[src/rtl/window_gen_if.sv]
// Pixel-stream-in / window-out bundle for window_gen.
// master drives the raster stream and observes windows; slave is the generator.
interface window_gen_if #(
  parameter int BIT_DEPTH = 8,
  parameter int K         = 3,
  parameter int IMG_W     = 28,
  parameter int IMG_H     = 28
);
  localparam int CW = (IMG_W > 1) ? $clog2(IMG_W) : 1;
  localparam int RW = (IMG_H > 1) ? $clog2(IMG_H) : 1;

  logic                     in_valid;
  logic [BIT_DEPTH-1:0]     in_pixel;
  logic [K*K*BIT_DEPTH-1:0] win_out;
  logic                     win_valid;
  logic [RW-1:0]            out_row;
  logic [CW-1:0]            out_col;
  logic                     frame_done;

  modport master (
    output in_valid, in_pixel,
    input  win_out, win_valid, out_row, out_col, frame_done
  );

  modport slave (
    input  in_valid, in_pixel,
    output win_out, win_valid, out_row, out_col, frame_done
  );
endinterface

[src/rtl/window_gen.sv]
// K x K sliding-window generator: K-1 line buffers feed a shifting window register,
// emitting one window per strided output position of a raster-order frame.
module window_gen #(
  parameter int BIT_DEPTH = 8,
  parameter int K         = 3,
  parameter int IMG_W     = 28,
  parameter int IMG_H     = 28,
  parameter int STRIDE    = 1
) (
  input  logic        clk,
  input  logic        rst,
  window_gen_if.slave bus
);
  localparam int CW = (IMG_W > 1) ? $clog2(IMG_W) : 1;
  localparam int RW = (IMG_H > 1) ? $clog2(IMG_H) : 1;
  localparam int PW = (STRIDE > 1) ? $clog2(STRIDE) : 1;

  localparam logic [CW-1:0] COL_LAST   = CW'(IMG_W - 1);
  localparam logic [RW-1:0] ROW_LAST   = RW'(IMG_H - 1);
  localparam logic [CW-1:0] COL_START  = CW'(K - 1);
  localparam logic [RW-1:0] ROW_START  = RW'(K - 1);
  localparam logic [PW-1:0] PHASE_LAST = PW'(STRIDE - 1);

  logic [CW-1:0]            col_q, col_d;
  logic [RW-1:0]            row_q, row_d;
  logic [PW-1:0]            hphase_q, hphase_d;
  logic [PW-1:0]            vphase_q, vphase_d;
  logic [BIT_DEPTH-1:0]     win_q [K][K];
  logic [BIT_DEPTH-1:0]     win_d [K][K];
  logic [K*K*BIT_DEPTH-1:0] win_out_q, win_out_d;
  logic [RW-1:0]            out_row_q, out_row_d;
  logic [CW-1:0]            out_col_q, out_col_d;
  logic                     win_valid_q, win_valid_d;
  logic                     frame_done_q, frame_done_d;

  logic [BIT_DEPTH-1:0]     line_buf_q [K-1][IMG_W];
  logic [BIT_DEPTH-1:0]     lb_rd [K-1];

  logic col_last, row_last, pos_valid;

  assign col_last  = (col_q == COL_LAST);
  assign row_last  = (row_q == ROW_LAST);
  // Position gates hide stale line-buffer rows and left columns left over from a wrap.
  assign pos_valid = (col_q >= COL_START) && (row_q >= ROW_START) &&
                     (hphase_q == '0) && (vphase_q == '0);

  // Row r of the new right column comes from the buffer holding the pixel K-1-r rows up.
  always_comb begin
    for (int r = 0; r < K - 1; r++) begin
      lb_rd[r] = line_buf_q[K-2-r][col_q];
    end
  end

  always_comb begin
    col_d        = col_q;
    row_d        = row_q;
    hphase_d     = hphase_q;
    vphase_d     = vphase_q;
    win_d        = win_q;
    win_out_d    = win_out_q;
    out_row_d    = out_row_q;
    out_col_d    = out_col_q;
    win_valid_d  = 1'b0;
    frame_done_d = 1'b0;

    if (bus.in_valid) begin
      for (int r = 0; r < K; r++) begin
        for (int c = 0; c < K - 1; c++) begin
          win_d[r][c] = win_q[r][c+1];
        end
      end
      for (int r = 0; r < K - 1; r++) begin
        win_d[r][K-1] = lb_rd[r];
      end
      win_d[K-1][K-1] = bus.in_pixel;

      win_valid_d  = pos_valid;
      frame_done_d = col_last && row_last;

      // Phase counters only advance once the window fits, so phase 0 marks a stride hit.
      if (col_last) begin
        col_d    = '0;
        hphase_d = '0;
        if (row_last) begin
          row_d    = '0;
          vphase_d = '0;
        end else begin
          row_d = row_q + RW'(1);
          if (row_q >= ROW_START) begin
            vphase_d = (vphase_q == PHASE_LAST) ? '0 : vphase_q + PW'(1);
          end
        end
      end else begin
        col_d = col_q + CW'(1);
        if (col_q >= COL_START) begin
          hphase_d = (hphase_q == PHASE_LAST) ? '0 : hphase_q + PW'(1);
        end
      end

      if (pos_valid) begin
        out_row_d = row_q - ROW_START;
        out_col_d = col_q - COL_START;
        for (int r = 0; r < K; r++) begin
          for (int c = 0; c < K; c++) begin
            win_out_d[(r*K+c)*BIT_DEPTH +: BIT_DEPTH] = win_d[r][c];
          end
        end
      end
    end
  end

  always_ff @(posedge clk) begin
    if (rst) begin
      col_q        <= '0;
      row_q        <= '0;
      hphase_q     <= '0;
      vphase_q     <= '0;
      for (int r = 0; r < K; r++) begin
        for (int c = 0; c < K; c++) begin
          win_q[r][c] <= '0;
        end
      end
      win_out_q    <= '0;
      out_row_q    <= '0;
      out_col_q    <= '0;
      win_valid_q  <= 1'b0;
      frame_done_q <= 1'b0;
    end else begin
      col_q        <= col_d;
      row_q        <= row_d;
      hphase_q     <= hphase_d;
      vphase_q     <= vphase_d;
      win_q        <= win_d;
      win_out_q    <= win_out_d;
      out_row_q    <= out_row_d;
      out_col_q    <= out_col_d;
      win_valid_q  <= win_valid_d;
      frame_done_q <= frame_done_d;
    end
  end

  // Line-buffer storage is RAM-like and deliberately left uninitialised.
  always_ff @(posedge clk) begin
    if (!rst && bus.in_valid) begin
      line_buf_q[0][col_q] <= bus.in_pixel;
      for (int i = 1; i < K - 1; i++) begin
        line_buf_q[i][col_q] <= line_buf_q[i-1][col_q];
      end
    end
  end

  assign bus.win_out    = win_out_q;
  assign bus.win_valid  = win_valid_q;
  assign bus.out_row    = out_row_q;
  assign bus.out_col    = out_col_q;
  assign bus.frame_done = frame_done_q;
endmodule

[src/flat_wrapper.sv]
// flat-port wrapper written by rule: the top's interface ports become plain ports
module window_gen_flat 
#(
  parameter int BIT_DEPTH = 8,
  parameter int K         = 3,
  parameter int IMG_W     = 28,
  parameter int IMG_H     = 28,
  parameter int STRIDE    = 1
)
  (clk, rst, bus_in_valid, bus_in_pixel, bus_win_out, bus_win_valid, bus_out_row, bus_out_col, bus_frame_done);
  window_gen_if #(.BIT_DEPTH(BIT_DEPTH), .K(K), .IMG_W(IMG_W), .IMG_H(IMG_H)) bus_i ();
  input  logic clk;
  input  logic rst;
  input wire logic [$bits(bus_i.in_valid)-1:0] bus_in_valid;
  input wire logic [$bits(bus_i.in_pixel)-1:0] bus_in_pixel;
  output wire logic [$bits(bus_i.win_out)-1:0] bus_win_out;
  output wire logic [$bits(bus_i.win_valid)-1:0] bus_win_valid;
  output wire logic [$bits(bus_i.out_row)-1:0] bus_out_row;
  output wire logic [$bits(bus_i.out_col)-1:0] bus_out_col;
  output wire logic [$bits(bus_i.frame_done)-1:0] bus_frame_done;
  assign bus_i.in_valid = bus_in_valid;
  assign bus_i.in_pixel = bus_in_pixel;
  assign bus_win_out = bus_i.win_out;
  assign bus_win_valid = bus_i.win_valid;
  assign bus_out_row = bus_i.out_row;
  assign bus_out_col = bus_i.out_col;
  assign bus_frame_done = bus_i.frame_done;
  window_gen #(.BIT_DEPTH(BIT_DEPTH), .K(K), .IMG_W(IMG_W), .IMG_H(IMG_H), .STRIDE(STRIDE)) u_core (.clk(clk), .rst(rst), .bus(bus_i));
endmodule
[config.mk]
export PLATFORM = sky130hd
export DESIGN_NAME = window_gen_flat
export DESIGN_NICKNAME = d
export VERILOG_FILES = /design/src/rtl/window_gen_if.sv /design/src/rtl/window_gen.sv /design/src/flat_wrapper.sv
export SDC_FILE = /design/constraint.sdc
export NUM_CORES = 1
export LEC_CHECK = 0
export BUFFER_PORTS_ARGS = -buffer_cell sky130_fd_sc_hd__clkbuf_2
export CELL_PAD_IN_SITES_DETAIL_PLACEMENT = 1
export CELL_PAD_IN_SITES_GLOBAL_PLACEMENT = 1
export CORE_MARGIN = 1.5
export CORE_UTILIZATION = 52
export CTS_BUF_LIST = sky130_fd_sc_hd__clkbuf_16
export DETAILED_ROUTE_END_ITERATION = 8
export GPL_ROUTABILITY_DRIVEN = 0
export MAX_ROUTING_LAYER = met4
export PLACE_DENSITY_LB_ADDON = 0.1
export SLEW_MARGIN = 10
export SYNTH_ARGS = -nofsm -noshare
export SYNTH_HDL_FRONTEND = slang
export SYNTH_SLANG_ARGS = --single-unit
[constraint.sdc]
create_clock -name clk -period 4.15 [get_ports clk]
set_input_delay 0.415 -clock clk [delete_from_list [all_inputs] [get_ports clk]]
set_output_delay 0.415 -clock clk [all_outputs]
set_load 0.05 [all_outputs]
==> summary.md <==
| Metric | Value |
|---|---|
| Post-Synthesis Net Count | 1,567 |
| Initial antenna violation count | 1 |
| Clock tree root driver cell | clkbuf_16 |
| Total track usage | 28.1% |
| Setup crit start kind | register |
| Synth Area in XOR/XNOR | 0.192% |
| Setup Buffers After CTS | 0 |
| Ys async rst share | 0% |
| TritonRoute pass-1 iters | 5 |
| Least-Margin Pin Slew | 1140 ps |
| Post-synthesis mux area share | 11.6% |
| Clk pin slew, worst setup/hold paths | 60 ps |
| Post-CTS Resized | 0 |
| Layout cells sized above 1 | 16.5% |
| Sequential share of the synthesized area | 71.4% |
| Post-synthesis adder-cell area fraction | 0.548% |
| Final slew viol count | 0 |
| Gr ovfl total | 0 |
| DR vias | 13,474 |
| Wl on met1 | 26,100 um |
| Synthesized cell area | 22,800 um^2 |
| Avg Inst Size Synth | 14.8 um^2 |
| DR vias/cell | 5.85 |
| Number of cell rows | 76 |
| Clock Skews | 23.7 ps |
| Post-Synth Simple-Gate Area | 7.18% |
| Peak VDD IR | 0.415 mV |
| I/O Pins | 95 |
| PwrDens | 471 nW/um^2 |
| Post-DP HPWL | 39,500 um |
| Util after Layout | 60.0% |
| Initial DRC Count | 1,078 |
| Placeable Area | 43,200 um^2 |
| Fillers | 4,100 |
| Hold buffers post-CTS | 0 |
| CTS tree | yes |
| Drt wl/cell | 26.3 um |
| Largest net degree at the start of global routing | 93 |
| Die H | 213 um |
| Num CTS Buffers | 58 |
| WS Path Type | reg2reg |
| Layout area overhead | 13.4% |
| Crit Path Max Fanout | 28 |
| Area leader, netlist | edfxtp_1 |
| Max-cap violations | 0 |
| Crit share post-route | 84.2% |
| Die ar. | 45,200 um^2 |
| Largest family of logic cells by synthesized area | multiplexers |
| Setup TNS | 0 ps |
| Initial Utilization | 52.9% |
| Synth top area cells | edfxtp_1, dfxtp_1, mux2i_1 |
| Synth top area share | 58.9% |
| Max_slew headroom | 23.9% |
| WP data arrival | 3680 ps |
| Hold Fails Final Rpt | 0 |
| Worst setup EP type | register |
| Number of global-route vias before repair | 13,703 |
| CTS H-tree depth | 2 |
| RSZ-0062 raised after global routing | no |
| YS warnings | 0 |
| Met3 wire length | 3110 um |
| Top layer in use | met4 |
| Post-synthesis register bit count | 590 |
| First-pass GRT wire length | 89,300 um |
| Min-Delay Path Class | in2reg |
| Residual DRC | 0 |
| Routed wire length on met2 | 29,800 um |
| Synth Instances | 1,546 |
| Die Wd | 213 um |
| Bufs on Longest Clock Path | 3 |
| Worst skew pair latency | 620 ps |
| F_max | 286 MHz |
| Ys flop type | edfxtp_1 |
| CP required | 4330 ps |
| TritonCTS Sinks | 590 |
| Final number of setup-violating endpoints | 0 |
| Number of nets in the layout | 1,692 |
| Compound-cell area share of the yosys netlist | 6.53% |
| ANT nets after route | 0 |
| P_leak | 8.63 nW |
| EDFF count, synth | 448 |
| Detailed Route WL | 60,700 um |
| Port Buf Inserts | 94 |
| Min cycle time layout | 3490 ps |
| Outcome | finished, final reports clean |
| Distinct cell type count after synthesis | 57 |
==> logic make-up (layout without fill, tap and decap cells) <==
group / Yosys count / in the layout
buffers and inverters: 110 / 281
other: 0 / 1
adder cells (fa/ha/maj): 10 / 10
flip-flops: 590 / 590
XOR/XNOR: 5 / 5
AND/OR/NAND/NOR: 364 / 364
AO/OA/AOI/OAI: 223 / 223
multiplexers: 244 / 244
==> worst paths after layout <==
check,cells after the start,start,slack [ps],endpoint
min reg2reg,2,u_core.bus.win_out[38]$_SDFFE_PP0P_,450,u_core.bus.win_out[38]$_SDFFE_PP0P_
min,3,bus_in_valid,160,u_core.win_q[50]$_SDFFE_PP0P_
max reg2reg,5,u_core.col_q[0]$_SDFFE_PP0P_,660,u_core.line_buf_q[0][230]$_DFFE_PP_
max,5,u_core.col_q[0]$_SDFFE_PP0P_,660,u_core.line_buf_q[0][230]$_DFFE_PP_
==> placed cells by master, fill, tap and decap left out, drive strengths merged, types with 3 or more instances in the layout <==
master,instances
a211o,7
a211oi,28
a21oi,91
a22oi,29
a311oi,16
a31oi,10
and2,3
and3,9
buf,68
bufinv,5
clkbuf,151
clkinv,29
dfxtp,142
edfxtp,448
ha,10
inv,28
mux2i,226
mux4,16
nand2,156
nand2b,6
nand3,27
nor2,118
nor2b,8
nor3,13
nor3b,3
nor4,4
o22ai,28
o32ai,3
or4b,3
xnor2,4
==> through the flow <==
stage | setup WS, ps | hold slack [ps] | std cells | power [mW] | area, um^2
CTS | 751 | 124 | 2302 | 12.3 | 25900
finish | 656 | 156 | 2303 | 12.2 | 25900
detailed placement | 816 | 448 | 2196 | 7.27 | 24100
global placement | 923 | 438 | 2196 | 7.24 | 24100
global route | 556 | 157 | 2303 | 12.5 | 25900
floorplan | 1210 | 431 | 1546 | 7.01 | 22800
==> cells in the mapped netlist, drive strengths merged, types with 8 or more instances <==
library cell and number:
nor3 13, o22ai 28, nor2b 8, a31oi 10, a21oi 91, nor2 118
ha 10, a311oi 16, nand3 27, a22oi 29, a211oi 28, edfxtp 448
mux2i 226, buf 56, and3 9, dfxtp 142, inv 15, nand2 156
clkbuf 39, mux4 16
==> sequential cells by signal (all words and copies together), names as in the netlist <==
| register | count |
|---|---|
| u_core.line_buf_q | 448 |
| u_core.bus.win_out | 72 |
| u_core.win_q | 48 |
| u_core.bus.out_col | 5 |
| u_core.bus.out_row | 5 |
| u_core.col_q | 5 |
| u_core.row_q | 5 |
| u_core.bus.frame_done | 1 |
| u_core.bus.win_valid | 1 |
==> power breakdown <==
group / leakage, nW / switching [mW] / total, mW / internal (mW)
sequential: 5.19 / 0.0483 / 6.50 / 6.45
combinational: 2.50 / 0.441 / 0.646 / 0.205
clock: 0.937 / 2.19 / 5.05 / 2.86
==> area by class of cell <==
cell class	count	area, um^2	area share, %
antenna	1	2.50	0.00967
clock buffer	59	1480	5.70
clock inverter	47	327	1.26
inverter	15	56.3	0.218
multi-input combinational	846	5970	23.1
sequential	590	16300	63.0
tap	585	732	2.83
timing repair buffer	160	1020	3.94
==> critical path, stage by stage (launching register included) <==
cell	delay [ps]
dfxtp_2	740
or4_1	630
o22ai_1	220
a211oi_1	720
and3_4	330
inv_1	390
==> metal layers <==
| metal | up-vias | global-route usage [%] |
|---|---|---|
| met2 | 430 | 45.7 |
| met4 | 0 | 8.54 |
| met1 | 6856 | 36.7 |
| li1 | 6081 | - |
| met3 | 107 | 4.17 |
| met5 | - | - |
No activity file was read; power rests on OpenSTA's default activity.
